$ cat src/rtl/alu_arb_pkg.sv
// Shared types for the ALU operand arbiter: requester count, index type, output-stage states.
package alu_arb_pkg;

  localparam int N_REQ = 4;
  localparam int IDX_W = 2;

  typedef logic [IDX_W-1:0] req_idx_t;

  typedef enum logic {
    ST_EMPTY = 1'b0,
    ST_FULL  = 1'b1
  } arb_state_t;

  function automatic logic [N_REQ-1:0] idx_onehot(input req_idx_t idx);
    logic [N_REQ-1:0] one;
    one = {{(N_REQ-1){1'b0}}, 1'b1};
    return one << idx;
  endfunction

endpackage

$ cat src/rtl/alu_operand_arbiter_rr4_picker.sv
// Combinational 4-way round-robin picker: scans last_ptr+1..last_ptr+4, restricted to the lock owner when locked.
// No state; winner is 0 when nothing is eligible.
module rr4_picker
  import alu_arb_pkg::*;
(
  input  logic [N_REQ-1:0] req_valid_i,
  input  req_idx_t         last_ptr_i,
  input  logic             lock_active_i,
  input  req_idx_t         owner_i,
  output req_idx_t         winner_o,
  output logic             any_valid_o
);

  logic [N_REQ-1:0] eligible;
  req_idx_t         cand;
  logic             found;

  always_comb begin
    eligible = req_valid_i;
    if (lock_active_i) begin
      eligible = req_valid_i & idx_onehot(owner_i);
    end
    winner_o = '0;
    found    = 1'b0;
    cand     = '0;
    // Offset 4 truncates to 0, so the last candidate is last_ptr itself.
    for (int i = 1; i <= N_REQ; i++) begin
      cand = last_ptr_i + req_idx_t'(i);
      if (!found && eligible[cand]) begin
        winner_o = cand;
        found    = 1'b1;
      end
    end
    any_valid_o = |eligible;
  end

endmodule

$ cat src/rtl/alu_operand_arbiter.sv
// Round-robin share of one ALU operand path among 4 requesters; 1-cycle accept-to-out_valid_o, no bubble.
// Stalled output (out_valid_o & ~out_ready_i) deasserts every req_ready_o; ALU_ARB_LOCK_EN adds per-requester burst lock.
module alu_operand_arbiter
  import alu_arb_pkg::*;
#(
  parameter int DATA_W = 32
) (
  input  logic                    clk_i,
  input  logic                    rst_i,
  input  logic [N_REQ-1:0]        req_valid_i,
  input  logic [N_REQ*DATA_W-1:0] req_data_i,
  output logic [N_REQ-1:0]        req_ready_o,
  output logic [1:0]              sel_2bit_o,
  output logic                    out_valid_o,
  output logic [DATA_W-1:0]       out_data_o,
  output logic [1:0]              out_src_o,
  input  logic                    out_ready_i
`ifdef ALU_ARB_LOCK_EN
  ,
  input  logic [N_REQ-1:0]        req_lock_i
`endif
);

  arb_state_t        state_q, state_d;
  logic [DATA_W-1:0] out_data_q, out_data_d;
  req_idx_t          out_src_q, out_src_d;
  req_idx_t          last_ptr_q, last_ptr_d;

  logic     lock_active;
  req_idx_t lock_owner;
  req_idx_t winner;
  logic     any_valid;
  logic     can_accept;
  logic     accept;

  rr4_picker u_picker (
    .req_valid_i   (req_valid_i),
    .last_ptr_i    (last_ptr_q),
    .lock_active_i (lock_active),
    .owner_i       (lock_owner),
    .winner_o      (winner),
    .any_valid_o   (any_valid)
  );

  assign can_accept = (state_q == ST_EMPTY) | out_ready_i;
  assign accept     = any_valid & can_accept;

  always_comb begin
    state_d     = state_q;
    out_data_d  = out_data_q;
    out_src_d   = out_src_q;
    last_ptr_d  = last_ptr_q;
    req_ready_o = '0;
    if (accept) begin
      req_ready_o = idx_onehot(winner);
      out_data_d  = req_data_i[winner*DATA_W +: DATA_W];
      out_src_d   = winner;
      last_ptr_d  = winner;
    end
    case (state_q)
      ST_EMPTY: begin
        if (accept) state_d = ST_FULL;
      end
      ST_FULL: begin
        if (out_ready_i && !accept) state_d = ST_EMPTY;
      end
      default: state_d = ST_EMPTY;
    endcase
  end

  always_ff @(posedge clk_i or posedge rst_i) begin
    if (rst_i) begin
      state_q    <= ST_EMPTY;
      out_data_q <= '0;
      out_src_q  <= '0;
      last_ptr_q <= req_idx_t'(N_REQ - 1);
    end else begin
      state_q    <= state_d;
      out_data_q <= out_data_d;
      out_src_q  <= out_src_d;
      last_ptr_q <= last_ptr_d;
    end
  end

`ifdef ALU_ARB_LOCK_EN
  logic     lock_active_q, lock_active_d;
  req_idx_t lock_owner_q, lock_owner_d;

  // While locked the picker only lets the owner win, so winner == owner on any accept.
  always_comb begin
    lock_active_d = lock_active_q;
    lock_owner_d  = lock_owner_q;
    if (accept) begin
      if (lock_active_q) begin
        lock_active_d = req_lock_i[winner];
      end else if (req_lock_i[winner]) begin
        lock_active_d = 1'b1;
        lock_owner_d  = winner;
      end
    end
  end

  always_ff @(posedge clk_i or posedge rst_i) begin
    if (rst_i) begin
      lock_active_q <= 1'b0;
      lock_owner_q  <= '0;
    end else begin
      lock_active_q <= lock_active_d;
      lock_owner_q  <= lock_owner_d;
    end
  end

  assign lock_active = lock_active_q;
  assign lock_owner  = lock_owner_q;
`else
  assign lock_active = 1'b0;
  assign lock_owner  = '0;
`endif

  assign sel_2bit_o  = winner;
  assign out_valid_o = (state_q == ST_FULL);
  assign out_data_o  = out_data_q;
  assign out_src_o   = out_src_q;

endmodule

$ cat config.mk
export PLATFORM = sky130hd
export DESIGN_NAME = alu_operand_arbiter
export DESIGN_NICKNAME = d
export VERILOG_FILES = /design/src/rtl/alu_arb_pkg.sv /design/src/rtl/alu_operand_arbiter_rr4_picker.sv /design/src/rtl/alu_operand_arbiter.sv
export SDC_FILE = /design/constraint.sdc
export NUM_CORES = 1
export LEC_CHECK = 0
export ABC_CLOCK_PERIOD_IN_PS = 2200
export CORE_UTILIZATION = 31
export DETAILED_ROUTE_END_ITERATION = 6
export PLACE_DENSITY = 0.86
export SKIP_LAST_GASP = 1
export SYNTH_ARGS = -nofsm -noshare
export SYNTH_HDL_FRONTEND = slang
export SYNTH_HIERARCHICAL = 1
export SYNTH_SLANG_ARGS = --single-unit
$ cat constraint.sdc
create_clock -name clk_i -period 2.2 [get_ports clk_i]
set_clock_uncertainty 0.2 [all_clocks]
set_input_delay 0.44 -clock clk_i [delete_from_list [all_inputs] [get_ports clk_i]]
set_output_delay 0.44 -clock clk_i [all_outputs]
set_load 0.01 [all_outputs]
# [Word-level counts from Yosys, hierarchy flattened]
# Index checks and enable logic that the tools add are counted.
[totals] out_inout_bits=41 ff_bits=37
[op_classes] bitwise_logic=3 addsub=3 reduce_logical=9 n_mux=19 shifts=2 order_cmp=4
[op_table] operator="variable part select 128 x 8 -> 32 bit" count=1
[op_table] operator="< comparator 2 x 3 -> 1 bit, second input constant" count=4
[op_table] operator="2-to-1 mux 1 bit" count=9
[op_table] operator="binary-select mux 1 bit (select 2 bit)" count=4
[op_table] operator="2-to-1 mux 2 bit" count=4
[op_table] operator="adder 2 bit, second input constant" count=2
[op_table] operator="logical AND 1 bit" count=4
[op_table] operator="logical NOT 1 bit" count=4
[op_table] operator="2-to-1 mux 4 bit" count=1
[op_table] operator="OR reduction 4 bit" count=1
[op_table] operator="left shift 1 x 2 -> 4 bit, first input constant" count=1
[op_table] operator="adder 2 x 1 -> 2 bit, second input constant" count=1
[op_table] operator="case mux 1 bit (2 select lines)" count=1
[op_table] operator="bitwise AND 1 bit" count=1
[op_table] operator="NOT 1 bit" count=1
[op_table] operator="OR 1 bit" count=1

# [Logic depth before layout (Yosys ltp)]
[depth] word_depth=15 ltp_mapped=8 depth_no_buf=6

# [Cells and area by module]
# The synthesis kept the hierarchy.
[modules_own_cells] module="alu_operand_arbiter" cells_each=126 seq_area_each_um2=928.4 instances=1 area_each_um2=2189.6
[modules_own_cells] module="rr4_picker" cells_each=24 seq_area_each_um2=0.0 instances=1 area_each_um2=148.9

# [Worst setup path after synthesis]
# No wires, ideal clock.
[synth_timing] path_type="input to register" start="input req_valid_i[3]" end="register out_data_q[19], in the netlist out_data_o[19]" slack_ps=-368 arrival_ps=2243 setup_time_ps=125 path_stages=7 cell_sequence="a21boi_2 > a22oi_1 > o211ai_1 > buf_6 > buf_8 > mux4_2 > mux2_2"
[synth_between] elab_chain_cells=13 word_cells_on_any_way=24 classes_between="shift: 1; mux: 15; bitwise: 1; reduce/logical: 7"
[synth_lines] item="start: declaration" line="alu_operand_arbiter.sv:10" text="input logic [N_REQ-1:0] req_valid_i,"
[synth_lines] item="binary-select mux 1 bit (select 2 bit)" line="alu_operand_arbiter_rr4_picker.sv:29" text="if (!found && eligible[cand]) begin"
[synth_lines] item="2-to-1 mux 1 bit (implied by the code)" line="alu_operand_arbiter_rr4_picker.sv:29"
[synth_lines] item="2-to-1 mux 1 bit" line="alu_operand_arbiter_rr4_picker.sv:29"
[synth_lines] item="logical NOT 1 bit" line="alu_operand_arbiter_rr4_picker.sv:29"
[synth_lines] item="logical AND 1 bit" line="alu_operand_arbiter_rr4_picker.sv:29"
[synth_lines] item="2-to-1 mux 1 bit" line="alu_operand_arbiter_rr4_picker.sv:29"
[synth_lines] item="logical NOT 1 bit" line="alu_operand_arbiter_rr4_picker.sv:29"
[synth_lines] item="logical AND 1 bit" line="alu_operand_arbiter_rr4_picker.sv:29"
[synth_lines] item="2-to-1 mux 1 bit" line="alu_operand_arbiter_rr4_picker.sv:29"
[synth_lines] item="logical NOT 1 bit" line="alu_operand_arbiter_rr4_picker.sv:29"
[synth_lines] item="logical AND 1 bit" line="alu_operand_arbiter_rr4_picker.sv:29"
[synth_lines] item="2-to-1 mux 2 bit (*)" line="alu_operand_arbiter_rr4_picker.sv:29"
[synth_lines] item="named net sel_2bit_o[0]" line="alu_operand_arbiter.sv:13" text="output logic [1:0] sel_2bit_o,"
[synth_lines] item="variable part select 128 x 8 -> 32 bit (*)" line="alu_operand_arbiter.sv:56" text="out_data_d = req_data_i[winner*DATA_W +: DATA_W];"
[synth_lines] item="end signal: assignment" line="alu_operand_arbiter.sv:79" text="out_data_q <= out_data_d;"
[synth_lines] item="end: declaration" line="alu_operand_arbiter.sv:25" text="logic [DATA_W-1:0] out_data_q, out_data_d;"
# The timed path passes the listed nets; every way through them passes the cells marked *. The select of a mux whose other input is x is not followed.
# A chain may end at the register's enable or synchronous reset.

# [Final worst setup path]
[layout_timing] start="register last_ptr_q[1]" end="output req_ready_o[1]"
[layout_between] elab_chain_cells=15 word_cells_on_any_way=26 classes_between="add/sub: 3; shift: 1; mux: 16; reduce/logical: 6"
[layout_lines] item="start: declaration" line="alu_operand_arbiter.sv:27" text="req_idx_t last_ptr_q, last_ptr_d;"
[layout_lines] item="start signal: assignment" line="alu_operand_arbiter.sv:76" text="last_ptr_q <= req_idx_t'(N_REQ - 1);"
[layout_lines] item="start signal: assignment" line="alu_operand_arbiter.sv:81" text="last_ptr_q <= last_ptr_d;"
[layout_lines] item="adder 2 x 1 -> 2 bit" line="alu_operand_arbiter_rr4_picker.sv:28" text="cand = last_ptr_i + req_idx_t'(i);"
[layout_lines] item="binary-select mux 1 bit (select 2 bit)" line="alu_operand_arbiter_rr4_picker.sv:29"
[layout_lines] item="2-to-1 mux 1 bit (implied by the code)" line="alu_operand_arbiter_rr4_picker.sv:29"
[layout_lines] item="2-to-1 mux 1 bit" line="alu_operand_arbiter_rr4_picker.sv:29"
[layout_lines] item="logical NOT 1 bit" line="alu_operand_arbiter_rr4_picker.sv:29"
[layout_lines] item="logical AND 1 bit" line="alu_operand_arbiter_rr4_picker.sv:29"
[layout_lines] item="2-to-1 mux 1 bit" line="alu_operand_arbiter_rr4_picker.sv:29"
[layout_lines] item="logical NOT 1 bit" line="alu_operand_arbiter_rr4_picker.sv:29"
[layout_lines] item="logical AND 1 bit" line="alu_operand_arbiter_rr4_picker.sv:29"
[layout_lines] item="2-to-1 mux 1 bit" line="alu_operand_arbiter_rr4_picker.sv:29"
[layout_lines] item="logical NOT 1 bit" line="alu_operand_arbiter_rr4_picker.sv:29"
[layout_lines] item="logical AND 1 bit" line="alu_operand_arbiter_rr4_picker.sv:29"
[layout_lines] item="2-to-1 mux 2 bit (*)" line="alu_operand_arbiter_rr4_picker.sv:29"
[layout_lines] item="left shift 1 x 2 -> 4 bit (*)" line="alu_arb_pkg.sv:17" text="return one << idx;"
[layout_lines] item="2-to-1 mux 4 bit (*)" line="alu_operand_arbiter.sv:54" text="if (accept) begin"
[layout_lines] item="end: declaration" line="alu_operand_arbiter.sv:12" text="output logic [N_REQ-1:0] req_ready_o,"
# Every way passes the cells marked *; elsewhere a longest branch is shown, timed or not. The select of a mux whose other input is x is not followed.

==> impl_metrics.yaml <==
run_status:
  outcome: "finished with violations"
  violations: "negative setup slack"
clock_network:
  cts_root_buf: "clkbuf_8"
  clock_path_buffers: 2
  clock_sinks: 37
  clk_pin_slew_ns: 0.07
  clkLatencyLatePin_ns: 0.28
  cts_tree: "yes"
  cts_made_buffers: 5
  htree_levels: 2
place:
  place_inst: 439
  place.gp.congestion: 0.815
  place_hpwl_um: 6150
  placed_area_um2: 4320
  io_buffers: 175
worst_setup_path:
  critPathMaxFanout: 6
  cp_data_required_time_ns: 1.56
  worstSetupStartpointType: "flip-flop"
  cp-end-kind: "output pin"
  cp.arrival_ns: 1.94
  crit_type: "reg -> out"
final_layout:
  fin_area_um2: 4680
  final_nets: 495
  area_delta_synth_final_pct: 100
  fin_util: 0.645
  num_antenna_cells: 0
  drive_above_1_share: 0.355
  instances_no_fill: 460
die:
  die_w_um: 88.9
  rows: 31
  die_height_um: 88.9
  core_area_um2: 7250
  ios: 176
  dieArea_um2: 7900
  start_util: 0.322
power_and_ir_drop:
  power.density_nw_per_um2: 832
  netSwitchingPower_uw: 1160
  p_total_uw: 3900
  power_frac_clock: 0.133
  p_int_uw: 2740
  power.share.sequential: 0.284
  swShare: 0.297
  peakVddDrop_mv: 0.349
  leakage_uw: 0.00185
  pwr-share-comb: 0.582
detailed_routing:
  routed_wirelength_um: 8040
  drtIter0Drc: 22
  vias: 2201
  wire_per_inst_um: 17.5
  antenna_left: 0
  avgViaCountPerCell: 4.78
  firstDrtPassIters: 2
  route.detailed.drc: 0
global_routing:
  grt_overflow: 0
  antenna_found_initial: 0
  grt_pass1_wl_um: 11200
  grt_use_total: 0.197
  grt_pass1_vias: 2381
  grt_max_degree: 21
logic_synthesis:
  synth_top_area_frac: 0.375
  synth.cell_area_um2: 2340
  yosys.area.top_type: "dfrtp_1"
  ys_top_cells_by_area: "dfrtp_1 37%, mux4_2 31%, mux2_2 17%"
  ys_warn_count: 6
  avgSynthCellArea_um2: 15.6
  ys_seq_elements: 37
  netlist_instances: 150
  synth_sequential_area_ratio: 0.397
  yosys.cell_types.count: 26
sta:
  finalSetupViolations: 38
  period_needed_ns: 2.58
  timing.final.crit_share: 1.17
  hold_slack_ns: 0.183
  slew_viol_final: 0
  final-hold-violation-count: 0
  max_freq_mhz: 387
  rsz0062_at_grt: "true"
  setup_ws_ns: -0.381
run:
  maxCapViolations: 0
worst_hold_path:
  hp-class: "in -> async"
-- critical path, cell delays in order (launching register included) --
cell	delay [ns]
dfstp_2	0.58
inv_4	0.06
o211ai_1	0.09
a22oi_2	0.06
o211ai_1	0.23
buf_4	0.17
buf_8	0.14
nor3b_4	0.17
buf_2	0.15
-- synthesized netlist by cell type, drive strengths merged --
| master | instances |
|---|---|
| a21o | 1 |
| nor2b | 2 |
| dfstp | 2 |
| mux4 | 32 |
| conb | 1 |
| mux2 | 36 |
| dfrtp | 35 |
| a21boi | 2 |
| buf | 10 |
| and4 | 1 |
| and2 | 1 |
| nor2 | 3 |
| a22oi | 2 |
| nor3 | 1 |
| inv | 3 |
| nor3b | 2 |
| a31oi | 1 |
| nand2 | 5 |
| clkbuf | 2 |
| nand3 | 1 |
| o21ai | 2 |
| o211ai | 2 |
| nand2b | 3 |
-- per-layer routing --
| metal | share of wire | global-route usage | vias to the layer above |
|---|---|---|---|
| met5 | 0 | 0 | - |
| met4 | 0.0060 | 0.0440 | 0 |
| met3 | 0.10 | 0.0756 | 6 |
| met2 | 0.57 | 0.399 | 124 |
| met1 | 0.33 | 0.182 | 1066 |
| li1 | - | - | 1005 |
-- state kept, by name (all words and copies together), names as in the netlist --
| signal | flops |
|---|---|
| last_ptr_q | 2 |
| out_src_o | 2 |
| out_valid_o | 1 |
| out_data_o | 32 |
-- per-stage QoR --
step,TNS (ns),setup WS [ns]
after floorplan,-9.94,-0.345
after global placement,-30.37,-0.893
after detailed placement,-33.58,-0.971
after CTS,-9.67,-0.348
after global routing,-15.45,-0.498
final,-11.71,-0.381
-- placed cells by master (no fill, tap or decap), drive strengths merged --
cell	count
clkinv	2
clkbuf	8
and2	1
nand3	1
and4	1
nand2b	3
mux4	32
dlygate4sd2	4
buf	34
a22oi	2
clkdlybuf4s50	165
inv	2
o211ai	2
a21o	1
nor3b	2
nand2	5
dfrtp	35
nor3	1
mux2	36
a21boi	2
a31oi	1
nor2	3
nor2b	2
conb	12
o21ai	2
dfstp	2
-- final timing paths --
| check | cells after the start | start | slack [ns] | to |
|---|---|---|---|---|
| max in group asynchronous | 3 | rst_i | 1.07 | out_data_o[23] |
| min in group clk_i | 1 | out_data_o[28] | 0.31 | out_data_o[28] |
| min reg2reg | 1 | out_data_o[28] | 0.31 | out_data_o[28] |
| max | 8 | last_ptr_q[1] | -0.38 | req_ready_o[1] |
| min | 2 | rst_i | 0.18 | out_data_o[28] |
| max reg2reg | 9 | last_ptr_q[1] | -0.37 | out_data_o[16] |
-- what timing repair did --
item,4_1_cts,5_1_grt
gates resized for setup,53,11
gates cloned,3,1
setup endpoints to repair,42,38
endpoints found under the hold margin,0,0
setup buffers,8,2
hold buffers,0,0
pin swaps,8,6
-- power groups by stage --
stage | Clock [uW] | Sequential (uW) | Combinational (uW)
CTS | 546 | 1100 | 2210
global route | 574 | 1150 | 2410
global placement | 0 | 1100 | 1940
floorplan | 0 | 1230 | 890
detailed placement | 0 | 1110 | 1980
finish | 519 | 1110 | 2270
-- cells by family after synthesis --
kind of cell | Yosys count | share of synthesized area
flops | 37 | 0.397
simple gates | 19 | 0.0444
other cells | 1 | 0.00160
compound gates | 10 | 0.0353
buf+inv | 15 | 0.0401
mux | 68 | 0.482
-- layout make-up --
class,count,area (um2)
timing repair buffer,204,2070
multi-input combinational,109,1440
sequential,37,928
clock inverter,1,5.00
fill,602,2570
clock buffer,7,96.3
tap,99,124
inverter,3,13.8
Note: power is estimated with default switching activity, not from simulation.
